### src/rtl/codeword_packer.sv
// codeword_packer
//   Packs code words, received one character per beat on a valid/ready stream,
//   into a WORD_W-bit format for the decipherability checker: CHAR_W-bit
//   characters with the first character in the lowest bits, a single stop bit
//   directly above the last character, zeros above the stop bit. Malformed
//   words (illegal character code or too many characters) are dropped with a
//   one-cycle err_o pulse.
//
// Ports
//   clk_i        rising-edge clock
//   rst_i        asynchronous reset, active-high
//   in_valid_i   in_char_i/in_last_i valid
//   in_ready_o   packer accepts a character this cycle
//   in_char_i    character code
//   in_last_i    this character ends the word
//   out_valid_o  out_word_o/out_len_o valid
//   out_ready_i  consumer takes the word this cycle
//   out_word_o   packed word
//   out_len_o    character count of out_word_o (1..MAX_CHARS)
//   err_o        one-cycle pulse: current word rejected
module codeword_packer #(
  parameter int unsigned CHAR_W    = 3,
  parameter int unsigned MAX_CHARS = 5,
  parameter int unsigned WORD_W    = 16,  // must equal MAX_CHARS*CHAR_W+1
  parameter int unsigned MAX_CODE  = 4
) (
  input  logic              clk_i,
  input  logic              rst_i,
  input  logic              in_valid_i,
  output logic              in_ready_o,
  input  logic [CHAR_W-1:0] in_char_i,
  input  logic              in_last_i,
  output logic              out_valid_o,
  input  logic              out_ready_i,
  output logic [WORD_W-1:0] out_word_o,
  output logic [2:0]        out_len_o,
  output logic              err_o
);

  typedef enum logic [1:0] {StAcc, StHold, StDrain} state_e;

  state_e            state_q, state_d;
  logic [WORD_W-1:0] acc_q, acc_d;
  logic [2:0]        cnt_q, cnt_d;
  logic [WORD_W-1:0] word_q, word_d;
  logic [2:0]        len_q, len_d;
  logic              valid_q, valid_d;
  logic              err_q, err_d;
  logic              accept;
  logic              bad_beat;

  // Decoded from state only, so in_ready_o never depends on in_valid_i.
  assign in_ready_o = (state_q == StAcc) || (state_q == StDrain);
  assign accept     = in_valid_i && in_ready_o;
  assign bad_beat   = (in_char_i > CHAR_W'(MAX_CODE)) || (cnt_q == 3'(MAX_CHARS));

  always_comb begin
    state_d = state_q;
    acc_d   = acc_q;
    cnt_d   = cnt_q;
    word_d  = word_q;
    len_d   = len_q;
    valid_d = valid_q;
    err_d   = 1'b0;

    case (state_q)
      StAcc: begin
        if (accept) begin
          if (bad_beat) begin
            err_d   = 1'b1;
            acc_d   = '0;
            cnt_d   = '0;
            // Swallow the rest of the word unless this beat already ended it.
            state_d = in_last_i ? StAcc : StDrain;
          end else if (!in_last_i) begin
            for (int i = 0; i < int'(MAX_CHARS); i++) begin
              if (cnt_q == 3'(i)) acc_d[i*CHAR_W +: CHAR_W] = in_char_i;
            end
            cnt_d = cnt_q + 3'd1;
          end else begin
            // cnt_q <= MAX_CHARS-1 here, so the stop bit lands within the word.
            word_d = acc_q;
            for (int i = 0; i < int'(MAX_CHARS); i++) begin
              if (cnt_q == 3'(i)) begin
                word_d[i*CHAR_W +: CHAR_W] = in_char_i;
                word_d[(i+1)*CHAR_W]       = 1'b1;
              end
            end
            len_d   = cnt_q + 3'd1;
            valid_d = 1'b1;
            acc_d   = '0;
            cnt_d   = '0;
            state_d = StHold;
          end
        end
      end

      StHold: begin
        if (out_ready_i) begin
          valid_d = 1'b0;
          state_d = StAcc;
        end
      end

      StDrain: begin
        if (accept && in_last_i) state_d = StAcc;
      end

      default: state_d = StAcc;
    endcase
  end

  always_ff @(posedge clk_i or posedge rst_i) begin
    if (rst_i) begin
      state_q <= StAcc;
      acc_q   <= '0;
      cnt_q   <= '0;
      word_q  <= '0;
      len_q   <= '0;
      valid_q <= 1'b0;
      err_q   <= 1'b0;
    end else begin
      state_q <= state_d;
      acc_q   <= acc_d;
      cnt_q   <= cnt_d;
      word_q  <= word_d;
      len_q   <= len_d;
      valid_q <= valid_d;
      err_q   <= err_d;
    end
  end

  assign out_valid_o = valid_q;
  assign out_word_o  = word_q;
  assign out_len_o   = len_q;
  assign err_o       = err_q;

endmodule
### config.mk
export PLATFORM = sky130hd
export DESIGN_NAME = codeword_packer
export DESIGN_NICKNAME = d
export VERILOG_FILES = /design/src/rtl/codeword_packer.sv
export SDC_FILE = /design/constraint.sdc
export NUM_CORES = 1
export LEC_CHECK = 0
export CORE_MARGIN = 2
export CORE_UTILIZATION = 37
export CTS_BUF_LIST = sky130_fd_sc_hd__clkbuf_4 sky130_fd_sc_hd__clkbuf_8 sky130_fd_sc_hd__clkbuf_16
export DETAILED_ROUTE_END_ITERATION = 16
export PLACE_DENSITY = 0.61
export RECOVER_POWER = 100
export SLEW_MARGIN = 20
export SYNTH_ARGS = -nofsm -noshare
export SYNTH_HDL_FRONTEND = slang
export SYNTH_SLANG_ARGS = --single-unit
### constraint.sdc
create_clock -name clk_i -period 2.2 [get_ports clk_i]
set_input_delay 0.66 -clock clk_i [delete_from_list [all_inputs] [get_ports clk_i]]
set_output_delay 0.66 -clock clk_i [all_outputs]
set_load 0.005 [all_outputs]
# Word level (Yosys, flattened, before mapping)
# Cells that the tools add are included.
# word_totals
out_inout_bits	22
wordCells	81
ff_bits	42
# classes
n_reduce_logical	23
n_lt_le_gt_ge	1
addsub	1
eq_ne	13
mux	30
bitwise	1
# op_table
operator	n
$mux 3	7
$mux 4	5
$reduce_and 3->1	6
$mux 16	1
$mux 15	1
$reduce_bool 3->1	5
$mux 2	6
$mux 1	8
$ne 2x2->1 const B	4
$reduce_and 4->1	2
$eq 3x2->1 const B	2
$eq 3x3->1 const B	2
$pmux 2 s3	1
$reduce_and 5->1	1
$reduce_bool 2->1	2
$add 3x1->3 const B	1
$eq 3x1->1 const B	1
$gt 3x3->1 const B	1
$logic_not 3->1	1
$ne 3x3->1 const B	1
$eq 2x1->1 const B	1
$eq 2x2->1 const B	1
$logic_and 1x1->1	2
$logic_not 2->1	1
other kinds (5)	6

# Longest topological paths before layout
# Gate-level depths: netlist (run 1).
# depth
depth_word	6
ltp_mapped	7
ltp_nobuf	5

# Worst setup path after synthesis (run 1)
# OpenSTA, ideal clock, no wires.
# synth_timing
path_kind	flip-flop to flip-flop
start	register cnt_q[2]
end	register word_q[10], in the netlist out_word_o[10]
period_less_slack_ns	1.737
stages_incl_launch_ff	7
arrival_ns	1.612
setup_time_ns	0.125
t_required_ns	2.075
n_path_buf	2
slack_ns	0.463
cell_sequence	dfrtp_1 buf_2 inv_1 ha_1 clkbuf_1 mux2_2 mux2_4
# synth_between
elab_chain_len	4
word_cells_on_any_way	6
cone_classes	eq/ne (2); mux (1); bitwise (1); reduce/logical (2)
# synth_lines
item	line_no	source
start, declared	44	logic [2:0] cnt_q, cnt_d;
start signal, assigned	125	cnt_q <= cnt_d;
$eq 3x3->1	55	assign bad_beat = (in_char_i > CHAR_W'(MAX_CODE)) || (cnt_q == 3'(MAX_CHARS));
$logic_or 1x1->1	55	
$not 1->1 (no source line)	-	
$reduce_and 4->1 (no source line)	-	
end signal, assigned	126	word_q <= word_d;
end, declared	45	logic [WORD_W-1:0] word_q, word_d;
# Parallel ways exist; a longest one is shown, timed or not.
# A chain may end at the register's enable or synchronous reset.

# Final worst setup path (run 1)
# layout_timing
start	input in_valid_i
end	register acc_q[10]
# layout_between
elab_chain_len	2
# layout_lines
item	line_no	source
start, declared	29	input logic in_valid_i,
$logic_and 1x1->1	54	assign accept = in_valid_i && in_ready_o;
$reduce_and 3->1 (no source line)	-	
end signal, assigned	116	acc_q <= '0;
end signal, assigned	124	acc_q <= acc_d;
end, declared	43	logic [WORD_W-1:0] acc_q, acc_d;
# Every way passes these cells.

==> results of run 1 <==
[metal layers]
layer  vias up  share of wire  global-route usage  wire [um]
met5         -              0                   0          0
met4         0          0.010              0.0534         43
met2        39           0.46               0.244       1990
met3         4          0.041              0.0375        174
li1        702              -                   -          -
met1       697           0.49               0.214       2080
[cell usage in the layout (no fill, tap or decap), types with 2 or more instances in the layout]
master            n
dfrtp_1          41
dlygate4sd3_1    24
inv_1            19
mux2_1           15
buf_4            13
o22ai_1          12
mux2_2           10
nand3_1           6
clkbuf_8          6
nand2_1           5
a32o_1            5
ha_1              5
clkdlybuf4s50_1   5
a21oi_1           4
nand2b_1          4
o21ai_0           4
a31oi_1           3
nor2_1            3
o31ai_1           3
mux2i_1           3
o21a_1            2
nor2b_1           2
o21ba_2           2
buf_12            2
clkbuf_1          2
[logic make-up after synthesis]
group	Yosys count	synth area share
AO/OA/AOI/OAI	41	0.140
AND/OR/NAND/NOR	27	0.0846
multiplexers	29	0.183
buffers and inverters	30	0.0665
flip-flops	41	0.495
adder cells (fa/ha/maj)	5	0.0302
[power by group through the flow]
stage / Combinational, mW / Clock, mW / Sequential (mW)
after floorplan: 0.428 / 0 / 0.989
after global placement: 0.772 / 0 / 0.989
after detailed placement: 0.776 / 0 / 0.992
after CTS: 0.781 / 0.530 / 0.978
after global routing: 0.729 / 0.563 / 0.993
final: 0.659 / 0.511 / 0.967
[cell type report]
| type | instances | area (um2) |
|---|---|---|
| clock buffers | 7 | 90.1 |
| fillers | 531 | 2880 |
| inverters | 19 | 71.3 |
| multi-input cells | 102 | 838 |
| flip-flops and latches | 41 | 1030 |
| well taps | 72 | 90.1 |
| repair buffers | 47 | 440 |
[final timing paths]
check	from	end	slack (ns)	depth (start not counted)
max	in_valid_i	acc_q[10]	0.14	4
min	out_word_o[13]	out_word_o[13]	0.48	1
max reg2reg	cnt_q[1]	out_word_o[5]	0.30	5
min reg2reg	out_word_o[13]	out_word_o[13]	0.48	1
max in group asynchronous	rst_i	out_word_o[3]	0.43	3
min in group asynchronous	rst_i	out_word_o[11]	1.13	3
[worst reg2reg max path: cells and delay by family (launching register included)]
family	cells	cell delay [ns]
flops	1	0.40
mux	2	0.63
simple gates	1	0.29
buf+inv	1	0.11
fa+ha+maj	1	0.36
[stage by stage]
step	area, um2	hold WS [ns]	setup TNS, ns	cells
after floorplan	2070	0.452	0	173
after global placement	2560	0.474	-0.181	281
after detailed placement	2560	0.480	-0.689	281
after CTS	2650	0.499	0	288
after global routing	2560	0.513	0	288
final	2560	0.484	0	288
[state kept, by name (all words and copies together) (netlist names)]
register,flops
err_o,1
out_valid_o,1
state_q,2
out_word_o,16
acc_q,15
out_len_o,3
cnt_q,3
==> impl_metrics.csv, run 1 <==
group,metric,value,unit
setup_path,cp_top_family,"simple AND/OR/NAND/NOR gates",
route,first_pass_iters,4,
route,route.detailed.drc,0,
route,wl_per_cell,14.9,um
route,wl,4280,um
cts,clk_pin_slew,0.07,ns
power_and_ir_drop,sequentialPowerShare,0.453,
route,drtIter0Drc,36,
placed_design,portBuffers,29,
sta,grt_setup_unrepaired,"false",
logic_synthesis,synth.area.top_cells,"dfrtp_1 (50%), mux2_4 (11%), mux2_2 (5.4%)",
cts,numCtsBuffers,5,
cts,post_cts_buffers,0,
layout,area_growth,23.4,%
cts,clk_latency,0.29,ns
logic_synthesis,syn_area,2070,um2
route,ant_nets,0,
grt,grtUsageTotal,0.156,
setup_path,arrival,2.29,ns
floorplan,dieArea,6210,um2
setup_path,cp-start-kind,"input pin",
power_and_ir_drop,p_int,1.53,mW
logic_synthesis,syn-num-nets,186,
sta,hold_viol_final,0,
logic_synthesis,synth.distinct_cells,37,
sta,finClkSkew,0.00304,ns
layout,fin_util,0.470,
sta,worst_pin_slew,1.02,ns
logic_synthesis,synth-seq-area-share,0.495,
sta,fmax,0.485,GHz
placed_design,place_hpwl,2950,um
setup_path,crit_type,"in2reg",
power_and_ir_drop,p_leak,1.22,nW
power_and_ir_drop,power.total,2.14,mW
cts,cts-hold-fix-buffers,0,
logic_synthesis,yosysTopAreaCell,"dfrtp_1",
floorplan,row_count,27,
job,max_cap_violations,0,
floorplan,dieWidth,78.8,um
logic_synthesis,synth_cells,173,
setup_path,crit_slowest_cell,"dlygate4sd3_1",
logic_synthesis,syn_area_per_cell,12.0,um2
grt,grt_antenna_before_repair,0,
setup_path,worstPathRequired,2.43,ns
floorplan,initial_core_util,0.381,
sta,drv_slew,0,
grt,grt_max_degree,42,
route,via_per_inst,5.01,
layout,fin_nets,229,
power_and_ir_drop,clkPwrFrac,0.239,
worst_hold_path,worstHoldPathType,"reg2reg",
sta,period_needed,2.06,ns
setup_path,worst-path-buf-inv,1,
cts,cts-root-buf,"clkbuf_8",
cts,cts_tree,"done",
logic_synthesis,synth_top_cell_area_share,0.495,
grt,grt_pass1_vias,1475,
cts,ctsResizeCount,0,
status,status,"finished, final reports clean",
layout,final_layout_size_suffix_gt1_frac,0.181,
setup_path,crit_chain,"dlygate4sd3_1 > or3b_1 > nor3_2 > a32o_1",
sta,period_share,0.938,
floorplan,fp.coreArea,5440,um2
grt,grt_pass1_wl,7420,um
logic_synthesis,ys.flop_type,"dfrtp_1",
cts,clk_path_buf_depth,2,
cts,htree_levels,2,
logic_synthesis,synth_edf_count,0,
logic_synthesis,ys_warn_count,0,
placed_design,place_ws,-0.0914,ns
route,num_vias,1442,
sta,setup_viol,0,
logic_synthesis,yosysMostFrequentCell,"dfrtp_1",
logic_synthesis,synth.top_cells.by_count,"dfrtp_1 (41), inv_1 (19), mux2_4 (15)",
power_and_ir_drop,combPwrFrac,0.308,
power_and_ir_drop,vdd_ir_drop_max,0.438,mV
grt,grt_overflow,0,
power_and_ir_drop,power_density,836,nW/um2
layout,diodes,0,
logic_synthesis,async_flop_share,1.00,
placed_design,finalWeightedCongestion,0.846,
floorplan,io_pins,30,
sta,fin_ws,0.137,ns
cts,cts.sinks,41,
power_and_ir_drop,p_sw,0.611,mW
logic_synthesis,ys_ff_latch,41,
power_and_ir_drop,p_sw_frac,0.286,
setup_path,cp-end-kind,"register",
setup_path,max_stage_delay,0.59,ns
setup_path,crit_fanout,7,
sta,max_slew_margin,0.317,
floorplan,fp.dieH,78.8,um
(Power assumes the default switching activity.)
==> run 2: changes to the inputs <==
CORE_ASPECT_RATIO = 1.1   (was not set)
==> impl_metrics.csv, run 2 (same netlist as run 1, synthesis figures left out) <==
group,metric,value,unit
status,status,"finished, final reports clean",
setup_path,crit_fanout,8,
sta,drv_slew,0,
sta,finClkSkew,0.00795,ns
setup_path,r2r-end,"out_word_o[2]",
worst_hold_path,worstHoldPathType,"reg2reg",
setup_path,worstPathRequired,2.37,ns
route,first_pass_iters,4,
layout,largest_reg_flops,16,
setup_path,crit_chain,"dlygate4sd3_1 > or3b_1 > a31oi_1 > o22ai_1",
cts,clk_path_buf_depth,2,
cts,ctsResizeCount,0,
grt,grt_pass1_vias,1401,
sta,worst_pin_slew,1.03,ns
route,drtIter0Drc,55,
power_and_ir_drop,p_leak,1.23,nW
placed_design,finalWeightedCongestion,0.832,
grt,grt_overflow,0,
sta,hold_viol_final,0,
setup_path,rrSetupSlack,0.34,ns
cts,cts-root-buf,"clkbuf_8",
setup_path,cp-end-kind,"register",
power_and_ir_drop,vdd_ir_drop_max,0.345,mV
setup_path,arrival,2.24,ns
floorplan,row_count,28,
floorplan,dieArea,6210,um2
power_and_ir_drop,combPwrFrac,0.289,
power_and_ir_drop,power.total,2.27,mW
power_and_ir_drop,power_density,876,nW/um2
route,num_vias,1405,
setup_path,worst-path-buf-inv,1,
setup_path,r2r_cells,5,
grt,grt_pass1_wl,6980,um
setup_path,cp-start-kind,"input pin",
cts,cts-hold-fix-buffers,0,
layout,final_layout_size_suffix_gt1_frac,0.186,
placed_design,place_hpwl,2950,um
sta,period_needed,2.07,ns
power_and_ir_drop,p_sw,0.639,mW
layout,mostFrequentLayoutCells,"dfrtp_1 (41), dlygate4sd3_1 (25), inv_1 (19)",
power_and_ir_drop,p_sw_frac,0.282,
cts,cts_tree,"done",
layout,area_growth,25.1,%
route,route.detailed.drc,0,
setup_path,cp_num_cells,4,
grt,grtUsageTotal,0.154,
setup_path,crit_start,"in_valid_i",
sta,setup_viol,0,
sta,fin_ws,0.131,ns
setup_path,r2r-start,"cnt_q[0]",
route,ant_nets,0,
layout,final_common_cell,"dfrtp_1",
sta,fmax,0.483,GHz
power_and_ir_drop,sequentialPowerShare,0.425,
layout,n_fill_cell,541,
layout,fin_nets,227,
floorplan,initial_core_util,0.384,
route,wl_per_cell,14.3,um
layout,fin_area,2590,um2
cts,post_cts_buffers,0,
floorplan,fp.dieH,82.5,um
floorplan,dieWidth,75.3,um
setup_path,crit_slowest_cell,"dlygate4sd3_1",
sta,period_share,0.941,
route,wl,4140,um
sta,max_slew_margin,0.316,
cts,htree_levels,2,
placed_design,portBuffers,29,
placed_design,placed_cell_area,2550,um2
sta,hold_ws,0.489,ns
route,via_per_inst,4.84,
floorplan,fp.coreArea,5400,um2
setup_path,max_stage_delay,0.59,ns
worst_hold_path,whs_path_depth,1,
cts,clk_pin_slew,0.08,ns
power_and_ir_drop,p_int,1.63,mW
power_and_ir_drop,clkPwrFrac,0.285,
layout,diodes,0,
job,max_cap_violations,0,
setup_path,cp_top_family,"buffers and inverters",
setup_path,crit_type,"in2reg",
grt,grt_antenna_before_repair,0,
sta,grt_setup_unrepaired,"false",
placed_design,place_ws,-0.103,ns
cts,clk_latency,0.30,ns
setup_path,crit_end,"acc_q[2]",
cts,cts.sinks,41,
grt,grt_max_degree,42,
floorplan,io_pins,30,
cts,numCtsBuffers,5,
==> run 2: cell types whose count changed in the layout (fill, tap and decap cells not counted), sizes merged <==
| cell | change |
|---|---|
| clkinvlp | +1 |
| dlygate4sd3 | +1 |
| clkbuf | -2 |
| buf | -1 |
| clkdlybuf4s50 | -1 |
| bufinv | +1 |
==> run 2: through the flow <==
step           TNS (ns)  instances   util
6_report              0        290  0.480
5_1_grt               0        290  0.480
4_1_cts               0        290  0.494
3_5_place_dp     -0.788        282  0.472
3_3_place_gp     -0.364        282  0.472
2_1_floorplan         0        173      -
==> run 2: layout make-up <==
type,count,area [um2],share of cell area
sequential,41,1030,0.396
multi-input combinational,102,846,0.327
timing repair buffer,45,433,0.167
tap,75,93.8,0.0362
clock buffer,6,82.6,0.0319
inverter,19,71.3,0.0275
clock inverter,2,37.5,0.0145
==> run 2: how the worst min path moves through the flow <==
stage,startpoint,endpoint,slack [ns]
3_3_place_gp,acc_q[5],acc_q[5],0.47
3_5_place_dp,acc_q[5],acc_q[5],0.47
4_1_cts,acc_q[4],acc_q[4],0.50
6_report,out_word_o[5],out_word_o[5],0.49
2_1_floorplan,acc_q[5],acc_q[5],0.45
5_1_grt,acc_q[5],acc_q[5],0.51
==> run 2: routing by layer <==
layer,share of wire,routed length [um],vias up,global-route usage
met5,0,0,-,0
met4,0.021,85,0,0.0754
met3,0.038,159,7,0.0400
met2,0.46,1920,24,0.233
met1,0.48,1970,672,0.203
li1,-,-,702,-
==> run 2: power groups by stage <==
| stage | Clock [mW] | Sequential [mW] | Combinational [mW] |
|---|---|---|---|
| after floorplan | 0 | 0.989 | 0.428 |
| after global placement | 0 | 0.988 | 0.775 |
| after detailed placement | 0 | 0.989 | 0.778 |
| after CTS | 0.662 | 0.975 | 0.782 |
| after global routing | 0.686 | 0.987 | 0.733 |
| final | 0.647 | 0.965 | 0.656 |
==> run 3: changes to the inputs <==
DONT_BUFFER_PORTS = 1   (was not set)
PLACE_DENSITY = 0.54   (was 0.61)
==> impl_metrics.csv, run 3 (same netlist as run 1, synthesis figures left out) <==
group,metric,value,unit
cts,ctsResizeCount,0,
sta,period_needed,1.96,ns
floorplan,io_pins,30,
sta,fmax,0.511,GHz
layout,final_common_cell,"dfrtp_1",
cts,htree_levels,2,
route,wl_met3,151,um
placed_design,portBuffers,0,
setup_path,cp-start-kind,"register",
grt,grtUsageTotal,0.155,
layout,fin_cells,250,
route,wl,4230,um
layout,area_growth,6.16,%
floorplan,dieArea,6210,um2
layout,n_fill_cell,553,
layout,fin_nets,187,
cts,cts-root-buf,"clkbuf_8",
cts,numCtsBuffers,5,
grt,grt_overflow,0,
floorplan,fp.dieH,82.5,um
placed_design,finalWeightedCongestion,0.882,
cts,cts_tree,"done",
route,route.detailed.drc,0,
route,wl_per_cell,16.9,um
power_and_ir_drop,p_leak,1.02,nW
setup_path,worstPathRequired,2.37,ns
setup_path,crit_type,"reg2reg",
sta,grt_setup_unrepaired,"false",
sta,worst_pin_slew,1.00,ns
route,via_per_inst,5.14,
worst_hold_path,worstHoldPathType,"in2reg",
layout,mostFrequentLayoutCells,"dfrtp_1 (41), inv_1 (19), mux2_1 (14)",
setup_path,arrival,2.13,ns
floorplan,row_count,28,
cts,cts-hold-fix-buffers,0,
placed_design,place_hpwl,2950,um
route,maxUsedRoutingLayer,"met4",
layout,largest_reg_flops,16,
setup_path,crit_fanout,9,
route,ant_nets,0,
route,wl_met1,1950,um
status,status,"finished, final reports clean",
sta,finClkSkew,0.0103,ns
route,drtIter0Drc,71,
sta,max_slew_margin,0.333,
floorplan,dieWidth,75.3,um
route,first_pass_iters,4,
layout,diodes,0,
sta,fin_ws,0.245,ns
layout,final_layout_size_suffix_gt1_frac,0.171,
route,num_vias,1285,
sta,drv_slew,0,
layout,fin_area,2200,um2
sta,fin_tns_setup,0,ns
sta,period_share,0.889,
cts,post_cts_buffers,0,
sta,hold_viol_final,0,
placed_design,dp_cells,242,
grt,grt_max_degree,42,
job,max_cap_violations,0,
grt,grt_pass1_wl,7090,um
cts,clk_latency,0.30,ns
grt,grt_antenna_before_repair,0,
setup_path,cp-end-kind,"register",
power_and_ir_drop,vdd_ir_drop_max,0.319,mV
grt,grt_pass1_vias,1439,
cts,clk_path_buf_depth,2,
power_and_ir_drop,power_density,937,nW/um2
floorplan,initial_core_util,0.384,
placed_design,placed_cell_area,2150,um2
sta,setup_viol,0,
power_and_ir_drop,power.total,2.06,mW
floorplan,fp.coreArea,5400,um2
route,dr_wl_met2,2050,um
cts,cts.sinks,41,
placed_design,place_ws,0.317,ns
cts,clk_pin_slew,0.08,ns
## run 3: power breakdown
| part | internal (mW) | switching [mW] |
|---|---|---|
| logic | 0.199 | 0.222 |
| clock network | 0.369 | 0.268 |
| registers | 0.893 | 0.109 |
## run 3: final timing paths
path,from,end,slack [ns],cells past startpoint
worst max register to register,cnt_q[1],out_word_o[0],0.24,6
min in group asynchronous,rst_i,acc_q[10],0.57,2
worst min register to register,acc_q[3],acc_q[3],0.50,1
max in group asynchronous,rst_i,out_len_o[0],1.02,2
worst max-delay path,cnt_q[1],out_word_o[0],0.24,6
worst min-delay path,out_ready_i,state_q[0],0.47,1
## run 3: area by class of cell
cell class	instances	area, um2	share of cell area
clock inverters	2	37.5	0.0171
flip-flops and latches	41	1030	0.467
repair buffers	5	45.0	0.0205
inverters	19	71.3	0.0324
well taps	75	93.8	0.0427
clock buffers	6	82.6	0.0376
multi-input cells	102	842	0.383
## run 3: layer usage
layer / up-vias / track usage
met5: - / 0
met4: 0 / 0.0632
met3: 8 / 0.0546
met2: 24 / 0.257
met1: 634 / 0.183
li1: 619 / -
## run 3: critical path, stage by stage (launching register included)
cell      delay, ns
dfrtp_1        0.41
inv_1          0.10
ha_1           0.33
nand2_1        0.15
nand3_2        0.25
clkbuf_2       0.24
mux2_1         0.34
## run 3: stage by stage
step	utilization	hold WS, ns
2_1_floorplan	-	0.452
4_1_cts	0.420	0.397
3_3_place_gp	0.398	0.473
6_report	0.407	0.466
5_1_grt	0.407	0.490
3_5_place_dp	0.398	0.485
